**src/rtl/timer_pkg.sv**
```systemverilog
// Shared constants for the timer: TCR field positions, prescaler limit, counter reset value.
package timer_pkg;

    localparam int TCR_TIMER_EN_BIT = 0;
    localparam int TCR_DIV_EN_BIT   = 1;
    localparam int TCR_DIV_VAL_LSB  = 8;
    localparam int TCR_DIV_VAL_MSB  = 11;

    localparam int DIV_VAL_MAX = 8;

    localparam logic [63:0] CNT_RST_VAL = 64'h0;

endpackage

```
**src/rtl/timer_prescaler.sv**
```systemverilog
// Tick generator: every cycle, or every 2^div_val cycles when divided; no tick for div_val > 8.
// tick is combinational from the registered count; restart clears the count and suppresses that cycle's tick.
module timer_prescaler
    import timer_pkg::*;
#(
    parameter int DIV_WIDTH = 4
) (
    input  logic                 clk,
    input  logic                 rst,
    input  logic                 div_en,
    input  logic [DIV_WIDTH-1:0] div_val,
    input  logic                 enable,
    input  logic                 restart,
    output logic                 tick
);

    logic [7:0] cnt;
    logic [8:0] lim;
    logic       div_ok;
    logic       last;

    always_comb begin
        div_ok = (div_val <= DIV_WIDTH'(DIV_VAL_MAX));
        lim    = (9'd1 << div_val) - 9'd1;
        last   = ({1'b0, cnt} == lim);
        tick   = enable & ~restart & (~div_en | (div_ok & last));
    end

    always_ff @(posedge clk or posedge rst) begin
        if (rst) begin
            cnt <= 8'd0;
        end else if (restart) begin
            cnt <= 8'd0;
        end else if (enable && div_en && div_ok) begin
            cnt <= last ? 8'd0 : cnt + 8'd1;
        end
    end

endmodule

```
**src/rtl/timer_counter_core.sv**
```systemverilog
// Timer counting engine: 64-bit mtime with prescaler, TDR preload, compare pulse and interrupt line.
// Debug halt freeze is built only with TIMER_HALT_EN defined; otherwise halt inputs are ignored.
module timer_counter_core
    import timer_pkg::*;
#(
    parameter int CNT_WIDTH = 64,
    parameter int DIV_WIDTH = 4
) (
    input  logic                 clk,
    input  logic                 rst,
    input  logic [31:0]          reg_tcr_val,
    input  logic [CNT_WIDTH-1:0] reg_tcmp_val,
    input  logic                 tier_en,
    input  logic                 tisr_pend,
    input  logic                 halt_req,
    input  logic                 dbg_mode,
    input  logic [1:0]           cnt_wr_en,
    input  logic [31:0]          cnt_wdata,
    output logic [CNT_WIDTH-1:0] mtime,
    output logic                 int_pending_set,
    output logic                 tim_int,
    output logic                 halt_ack
);

    logic                 timer_en;
    logic                 div_en;
    logic [DIV_WIDTH-1:0] div_val;
    logic                 timer_en_q;
    logic                 div_en_q;
    logic [DIV_WIDTH-1:0] div_val_q;
    logic                 halted;
    logic                 dis_clr;
    logic                 restart;
    logic                 tick;
    logic                 match;
    logic                 match_q;
    logic                 unused_tcr;

    assign timer_en   = reg_tcr_val[TCR_TIMER_EN_BIT];
    assign div_en     = reg_tcr_val[TCR_DIV_EN_BIT];
    assign div_val    = reg_tcr_val[TCR_DIV_VAL_MSB:TCR_DIV_VAL_LSB];
    assign unused_tcr = ^{reg_tcr_val[31:12], reg_tcr_val[7:2]};

`ifdef TIMER_HALT_EN
    assign halted = dbg_mode & halt_req;

    always_ff @(posedge clk or posedge rst) begin
        if (rst) begin
            halt_ack <= 1'b0;
        end else begin
            halt_ack <= halted;
        end
    end
`else
    logic unused_halt;
    assign unused_halt = dbg_mode ^ halt_req;
    assign halted      = 1'b0;
    assign halt_ack    = 1'b0;
`endif

    assign dis_clr = timer_en_q & ~timer_en;
    assign restart = dis_clr | (div_en != div_en_q) | (div_val != div_val_q);
    assign match   = (mtime == reg_tcmp_val);

    timer_prescaler #(
        .DIV_WIDTH (DIV_WIDTH)
    ) u_prescaler (
        .clk     (clk),
        .rst     (rst),
        .div_en  (div_en),
        .div_val (div_val),
        .enable  (timer_en & ~halted),
        .restart (restart),
        .tick    (tick)
    );

    // A preload write takes priority over both the disable clear and the increment.
    always_ff @(posedge clk or posedge rst) begin
        if (rst) begin
            mtime <= CNT_RST_VAL[CNT_WIDTH-1:0];
        end else if (|cnt_wr_en) begin
            if (cnt_wr_en[0]) mtime[31:0]           <= cnt_wdata;
            if (cnt_wr_en[1]) mtime[CNT_WIDTH-1:32] <= cnt_wdata;
        end else if (dis_clr) begin
            mtime <= CNT_RST_VAL[CNT_WIDTH-1:0];
        end else if (timer_en && !halted && tick) begin
            mtime <= mtime + CNT_WIDTH'(1);
        end
    end

    always_ff @(posedge clk or posedge rst) begin
        if (rst) begin
            timer_en_q      <= 1'b0;
            div_en_q        <= 1'b0;
            div_val_q       <= '0;
            match_q         <= 1'b0;
            int_pending_set <= 1'b0;
            tim_int         <= 1'b0;
        end else begin
            timer_en_q      <= timer_en;
            div_en_q        <= div_en;
            div_val_q       <= div_val;
            match_q         <= match;
            int_pending_set <= match & ~match_q;
            tim_int         <= tier_en & tisr_pend;
        end
    end

endmodule

```
**config.mk**
```make
export PLATFORM = sky130hd
export DESIGN_NAME = timer_counter_core
export DESIGN_NICKNAME = d
export VERILOG_FILES = /design/src/rtl/timer_pkg.sv /design/src/rtl/timer_prescaler.sv /design/src/rtl/timer_counter_core.sv
export SDC_FILE = /design/constraint.sdc
export NUM_CORES = 1
export LEC_CHECK = 0
export BUFFER_PORTS_ARGS = -buffer_cell sky130_fd_sc_hd__buf_2
export CAP_MARGIN = 20
export CORE_MARGIN = 4
export CORE_UTILIZATION = 45
export CTS_CLUSTER_SIZE = 40
export DETAILED_ROUTE_END_ITERATION = 8
export GPL_TIMING_DRIVEN = 0
export PLACE_DENSITY = 0.82
export SLEW_MARGIN = 20
export SYNTH_ARGS = -nofsm -noshare
export SYNTH_HDL_FRONTEND = slang
export SYNTH_HIERARCHICAL = 1
export SYNTH_SLANG_ARGS = --single-unit
```
**constraint.sdc**
```tcl
create_clock -name clk -period 2.7 [get_ports clk]
set_input_delay 0.135 -clock clk [delete_from_list [all_inputs] [get_ports clk]]
set_output_delay 0.135 -clock clk [all_outputs]
set_load 0.02 [all_outputs]
```
[After elaboration in Yosys (flattened, before gate mapping)]
Cells that the tools add are included.
Storage, ports and cells
  register bits after elaboration: 81
  logic and storage cells: 49
  output and inout bits: 67
  input port bits: 136
Operators by class
  magnitude comparators: 1
  add/subtract/negate cells: 3
  mux-type cells: 8
  reductions and logical operators: 8
  bitwise logic cells: 13
  equality and inequality tests: 6
  shift-type cells: 1
Operator list (number)
  $mux W64: 3
  $add A64 B1 Y64 const B: 1
  $eq A64 B64 Y1: 1
  $mux W32: 2
  $mux W8: 3
  $eq A8 B9 Y1: 1
  $shl A1 B4 Y9 const A: 1
  $sub A9 B1 Y9 const B: 1
  $add A8 B1 Y8 const B: 1
  $and A1 B1 Y1: 6
  $le A4 B4 Y1 const B: 1
  $ne A2 B2 Y1 const B: 2
  $ne A4 B4 Y1: 1
  $not A1 Y1: 4
  $reduce_and A2 Y1: 2
  $logic_and A1 B1 Y1: 3
  $or A1 B1 Y1: 3
  $reduce_bool A3 Y1: 1
  $reduce_bool A2 Y1: 1
  $reduce_or A2 Y1: 1
  $ne A1 B1 Y1: 1

[Longest topological paths before layout]
  depth in word-level cells: 11
  depth in mapped cells: 18
  mapped depth without buffers: 15

[Modules after synthesis]
Netlist, hierarchy kept.
Modules (own cells, without submodules)
  timer_counter_core: times used 1, cells each 646, area an instance 5361.4 µm², seq. area each 1826.8 µm²
  timer_prescaler: times used 1, cells each 102, area an instance 799.5 µm², seq. area each 200.2 µm²

[Worst setup path before layout]
Ideal clock, no wire load.
  path type: input-to-reg
  from: input reg_tcr_val[9]
  to: register mtime[36]
  path slack: -489 ps
  stages on the path: 17
  path buffers: 4
  library setup time: 136 ps
  data arrival time: 3054 ps
  required time: 2564 ps
  cell sequence: buf_4 nor2_1 nand2_1 ha_1 buf_2 nand3_1 o2bb2ai_1 a221o_1 o22ai_1 o41ai_1 and3b_1 mux2i_1 nor2_1 nor2_1 clkbuf_1 clkbuf_1 o21ai_0
Between the ends
  longest elaborated chain between the ends: 9
  elaborated cells between the ends (all ways): 14
  those cells by class: add/sub: 1; order compare: 1; eq/ne: 2; shift: 1; bitwise: 6; reduce/logical: 3
Ends and longest elaborated chain
  from (decl): line timer_counter_core.sv:11  | input logic [31:0] reg_tcr_val,
  $shl A1 B4 Y9: line timer_prescaler.sv:24  | lim = (9'd1 << div_val) - 9'd1;
  $sub A9 B1 Y9: line timer_prescaler.sv:24
  $eq A8 B9 Y1: line timer_prescaler.sv:25  | last = ({1'b0, cnt} == lim);
  $and A1 B1 Y1: line timer_prescaler.sv:26  | tick = enable & ~restart & (~div_en | (div_ok & last));
  $or A1 B1 Y1: line timer_prescaler.sv:26
  $and A1 B1 Y1 (*): line timer_prescaler.sv:26
  via tick: line timer_counter_core.sv:34  | logic tick;
  $logic_and A1 B1 Y1 (*): line timer_counter_core.sv:86  | end else if (timer_en && !halted && tick) begin
  $reduce_bool A3 Y1 (no source line) (*)
  $reduce_and A2 Y1 (no source line) (*)
  to (signal, indexed assignment): line timer_counter_core.sv:83  | if (cnt_wr_en[1]) mtime[CNT_WIDTH-1:32] <= cnt_wdata;
  to (signal assigned): line timer_counter_core.sv:85  | mtime <= CNT_RST_VAL[CNT_WIDTH-1:0];
  to (signal assigned): line timer_counter_core.sv:87  | mtime <= mtime + CNT_WIDTH'(1);
  to (decl): line timer_counter_core.sv:19  | output logic [CNT_WIDTH-1:0] mtime,
Mark *: on every way through the listed nets, which the timed path passes. The rest lies on a longest branch.
A chain may end at the register's enable or synchronous reset.

[Final worst setup path]
  from: input reg_tcr_val[11]
  to: register mtime[48]
The elaborated chain is that of the path after synthesis.

==> reports/results.md <==
## Status
- **status** finished, violations left
- **violations in the final reports** negative hold slack, negative setup slack

## Synth
- **number of library cell types mapped by synthesis** 66
- **summed instance area of the synthesized netlist** 6160 sq um
- **synthesis-stage register bit count** 81
- **FFs w/ async S/R, synth** 1.00
- **share of the synthesized area in the top cell type** 0.329
- **Top FF cell, synth** sky130_fd_sc_hd__dfrtp_1
- **Syn Nets** 887
- **register area share after synthesis** 0.329
- **count of yosys warnings during synthesis** 6
- **number of enable flip-flop cells after synthesis** 0
- **Yosys top cell by area** sky130_fd_sc_hd__dfrtp_1
- **Syn Inst Count** 748
- **per-instance average area after synthesis** 8.24 sq um
- **largest cells by area after synthesis** sky130_fd_sc_hd__dfrtp_1 33%, sky130_fd_sc_hd__xor2_1 6.5%, sky130_fd_sc_hd__o21ai_0 5.1%

## Worst setup path
- **critical path start-end classification** input pin to register
- **signal arrival time at the worst endpoint** 3.21 ns
- **category of the worst setup path capture point** register
- **Max stage delay cell, worst path** sky130_fd_sc_hd__or4b_1
- **slowest cell delay on critical path** 0.56 ns
- **maximum fanout along the worst path** 5
- **required arrival time at the worst endpoint** 2.99 ns
- **crit start category** input pin
- **Critical Path, Cell by Cell** buf_12 > buf_6 > nand3b_1 > ha_4 > or4_1 > a21boi_1 > a21oi_2 > xnor2_2 > o41ai_2 > and3b_2 > mux2i_4 > o21bai_4 > nand2_2 > or4b_1 > nand3_1

## Timing
- **max frequency** 342 MHz
- **worst hold margin** -0.00428 ns
- **max-slew violations** 0
- **setup slack of the critical path after layout** -0.220 ns
- **clock skew** 0.0144 ns
- **setup_tns** -4.14 ns
- **minimum clock period after layout** 2.92 ns
- **number of failing setup endpoints in the final timing report** 61
- **period utilization** 1.08
- **relative slew slack** 0.494
- **setup repair after global routing missed its margin** true
- **transition time at the pin with the least slew margin** 0.759 ns
- **number of hold-slack violations in the final timing report** 1

## Cells and area
- **area of the multi-input gates** 4120 sq um
- **filler-free cell count of the finished design** 1157
- **number of antenna repair diodes** 0
- **Storage cell area** 2030 sq um
- **count of nets after finishing** 1115
- **fraction of the core area covered by cells at the end of the flow** 0.639
- **filler cell count in the final layout** 1124
- **layout overhead on the synthesized area** 38.3%
- **layout cell share with drive strength beyond 1** 0.332

## Job
- **reported max-cap violation count** 0

## Drt
- **DR vias/cell** 6.73
- **remaining design rule violation count** 0
- **Pre-antenna DRT Iters** 9
- **via count** 7785
- **routed length per instance** 24.5 um
- **post-route antenna net violation count** 0
- **first-iteration detailed-routing DRC count** 1283
- **total wire length after detailed routing** 28.3 mm

## Floorplan
- **starting utilization of the core area** 0.462
- **die footprint** 15600 sq um
- **core footprint** 13300 sq um
- **y dimension of the die** 125 um
- **I/O pin count** 203
- **die width** 125 um
- **standard-cell row count** 42

## Global route
- **maximum number of pins on one net before global-route repair** 40
- **number of global-route vias before repair** 7159
- **antenna violations before repair** 2
- **total grt overflow** 0
- **total routing usage reported by global routing** 0.341
- **global-route wire length before repair** 41.5 mm

## CTS
- **clock transition time at the flip-flop clock pins of the worst setup and hold paths** 0.07 ns
- **Skew-Pair Late Insertion Delay** 0.36 ns
- **CTS tree** done
- **maximum level of the CTS H-tree** 3
- **buffer type at the clock tree root** sky130_fd_sc_hd__clkbuf_16
- **TritonCTS Sinks** 81
- **Clock Tree Buf Depth** 2
- **TritonCTS buffer count** 9

## Min path
- **worst min-delay path category** input pin to register

## Pwr
- **ratio of total power to cell area** 509 nW/um^2
- **static leakage** 3.77 nW
- **worst-case vdd ir drop** 0.287 mV

## Placement
- **final weighted congestion in routability-driven placement** 0.988
- **half-perimeter wire length after detailed placement** 19.5 mm
- **worst slack, placed** -0.982 ns
- **port buffer count** 171
- **number of cells after detailed placement** 1096

[repair_timing]
item | 4_1_cts | 5_1_grt
pin swaps | 26 | 12
gates cloned | 4 | 2
hold buffers | 7 | 0
resized for setup | 78 | 59
setup buffers | 26 | 11
hold endpoints to repair | 48 | 0
endpoints found under the setup margin | 64 | 64
[flip-flops by register name, indices dropped and copies added (netlist names)]
name and count:
div_val_q 4, match_q 1, div_en_q 1, mtime 64, u_prescaler/cnt 8, int_pending_set 1, timer_en_q 1, tim_int 1
[stage by stage]
step | area (sq um) | total power [W]
6_report | 8520 | 0.00434
3_5_place_dp | 7400 | 0.00276
3_3_place_gp | 7380 | 0.00274
5_1_grt | 8520 | 0.00447
4_1_cts | 8270 | 0.00422
2_1_floorplan | 6300 | 0.00223
[path summary, 6_finish.rpt]
check,start,end,slack (ns),depth (start not counted)
setup / recovery,reg_tcr_val[11],mtime[48],-0.22,15
hold / removal,reg_tcr_val[0],timer_en_q,-0.004,1
setup reg to reg,u_prescaler/cnt[2],mtime[48],-0.14,10
hold reg to reg,match_q,int_pending_set,0.41,1
max in group asynchronous,rst,mtime[0],1.74,4
min in group asynchronous,rst,u_prescaler/cnt[5],0.30,3
[critical path, delay by kind of cell]
family	cells	cell delay, ns
compound gates	4	0.74
fa+ha+maj	1	0.20
simple gates	6	1.67
xor+xnor	1	0.15
buf+inv	2	0.23
mux	1	0.10
[report_power, final]
group          switching (W)  total (W)  internal [W]
clock network       0.000546    0.00138      0.000839
registers           0.000250    0.00159       0.00134
logic               0.000835    0.00137      0.000533
[metal layers]
layer	track usage	part of all wire	wire (um)	up-vias
met4	0.203	0.081	2290	4
met1	0.419	0.35	9840	3541
met2	0.531	0.43	12300	757
met5	0	0.00095	27	-
li1	-	-	-	3280
met3	0.101	0.14	3890	203
[area by class of cell]
class,count,share of cell area
timing repair buffer,220,0.161
inverter,13,0.00602
clock buffer,10,0.0280
sequential,81,0.238
tap,176,0.0258
buffer,56,0.0462
clock inverter,6,0.0106
multi-input combinational,595,0.484
[cells in the final DEF, fill, tap and decap left out, types with 6 or more instances in the layout]
master	netlist	routed
sky130_fd_sc_hd__buf_2	15	178
sky130_fd_sc_hd__dfrtp_1	81	78
sky130_fd_sc_hd__nand2_1	75	72
sky130_fd_sc_hd__xor2_1	46	46
sky130_fd_sc_hd__nand3_1	41	40
sky130_fd_sc_hd__nand4_1	37	37
sky130_fd_sc_hd__a21oi_1	38	33
sky130_fd_sc_hd__buf_4	3	30
sky130_fd_sc_hd__o21ai_0	63	30
sky130_fd_sc_hd__o21ai_1	4	29
sky130_fd_sc_hd__xnor2_1	26	26
sky130_fd_sc_hd__clkbuf_1	40	25
sky130_fd_sc_hd__nor2_1	31	24
sky130_fd_sc_hd__nor4_1	27	22
sky130_fd_sc_hd__and3_1	21	21
sky130_fd_sc_hd__buf_6	1	14
sky130_fd_sc_hd__o31a_1	13	13
sky130_fd_sc_hd__inv_1	13	12
sky130_fd_sc_hd__a22o_1	12	12
sky130_fd_sc_hd__clkbuf_16	0	12
sky130_fd_sc_hd__a31oi_1	11	11
sky130_fd_sc_hd__nor3_1	10	10
sky130_fd_sc_hd__buf_8	0	9
sky130_fd_sc_hd__or3_1	10	9
sky130_fd_sc_hd__o21ai_2	0	8
sky130_fd_sc_hd__o31ai_1	8	8
sky130_fd_sc_hd__and4_1	7	7
sky130_fd_sc_hd__nor4_4	5	7
sky130_fd_sc_hd__a22oi_1	9	7
sky130_fd_sc_hd__or4_1	7	7
sky130_fd_sc_hd__dlygate4sd3_1	0	7
sky130_fd_sc_hd__o22ai_1	10	6
[kinds of logic (layout without fill, tap and decap cells)]
group,count (synthesis),count (layout),synth area share
AND/OR/NAND/NOR,298,300,0.272
AO/OA/AOI/OAI,212,212,0.226
flip-flops,81,81,0.329
buffers and inverters,74,305,0.0514
XOR/XNOR,73,73,0.105
multiplexers,6,6,0.00975
adder cells (fa/ha/maj),3,3,0.00609
other,1,1,0.000609
[cells in the mapped netlist (all sizes together) (2+ instances only)]
master    n
a21o      5
a21oi    38
a221o     5
a22o     12
a22oi     9
a31oi    11
and2      6
and3     21
and4      7
buf      20
clkbuf   41
dfrtp    81
ha        3
inv      13
mux2i     6
nand2    75
nand2b    4
nand3    41
nand3b    2
nand4    37
nor2     31
nor3     11
nor4     32
nor4b     2
o211ai    4
o21a      3
o21ai    67
o21bai    3
o22ai    10
o2bb2ai   3
o311ai    7
o31a     13
o31ai     8
o41ai     6
or2       3
or3      11
or4       9
xnor2    27
xor2     46
(Power assumes the default switching activity.)
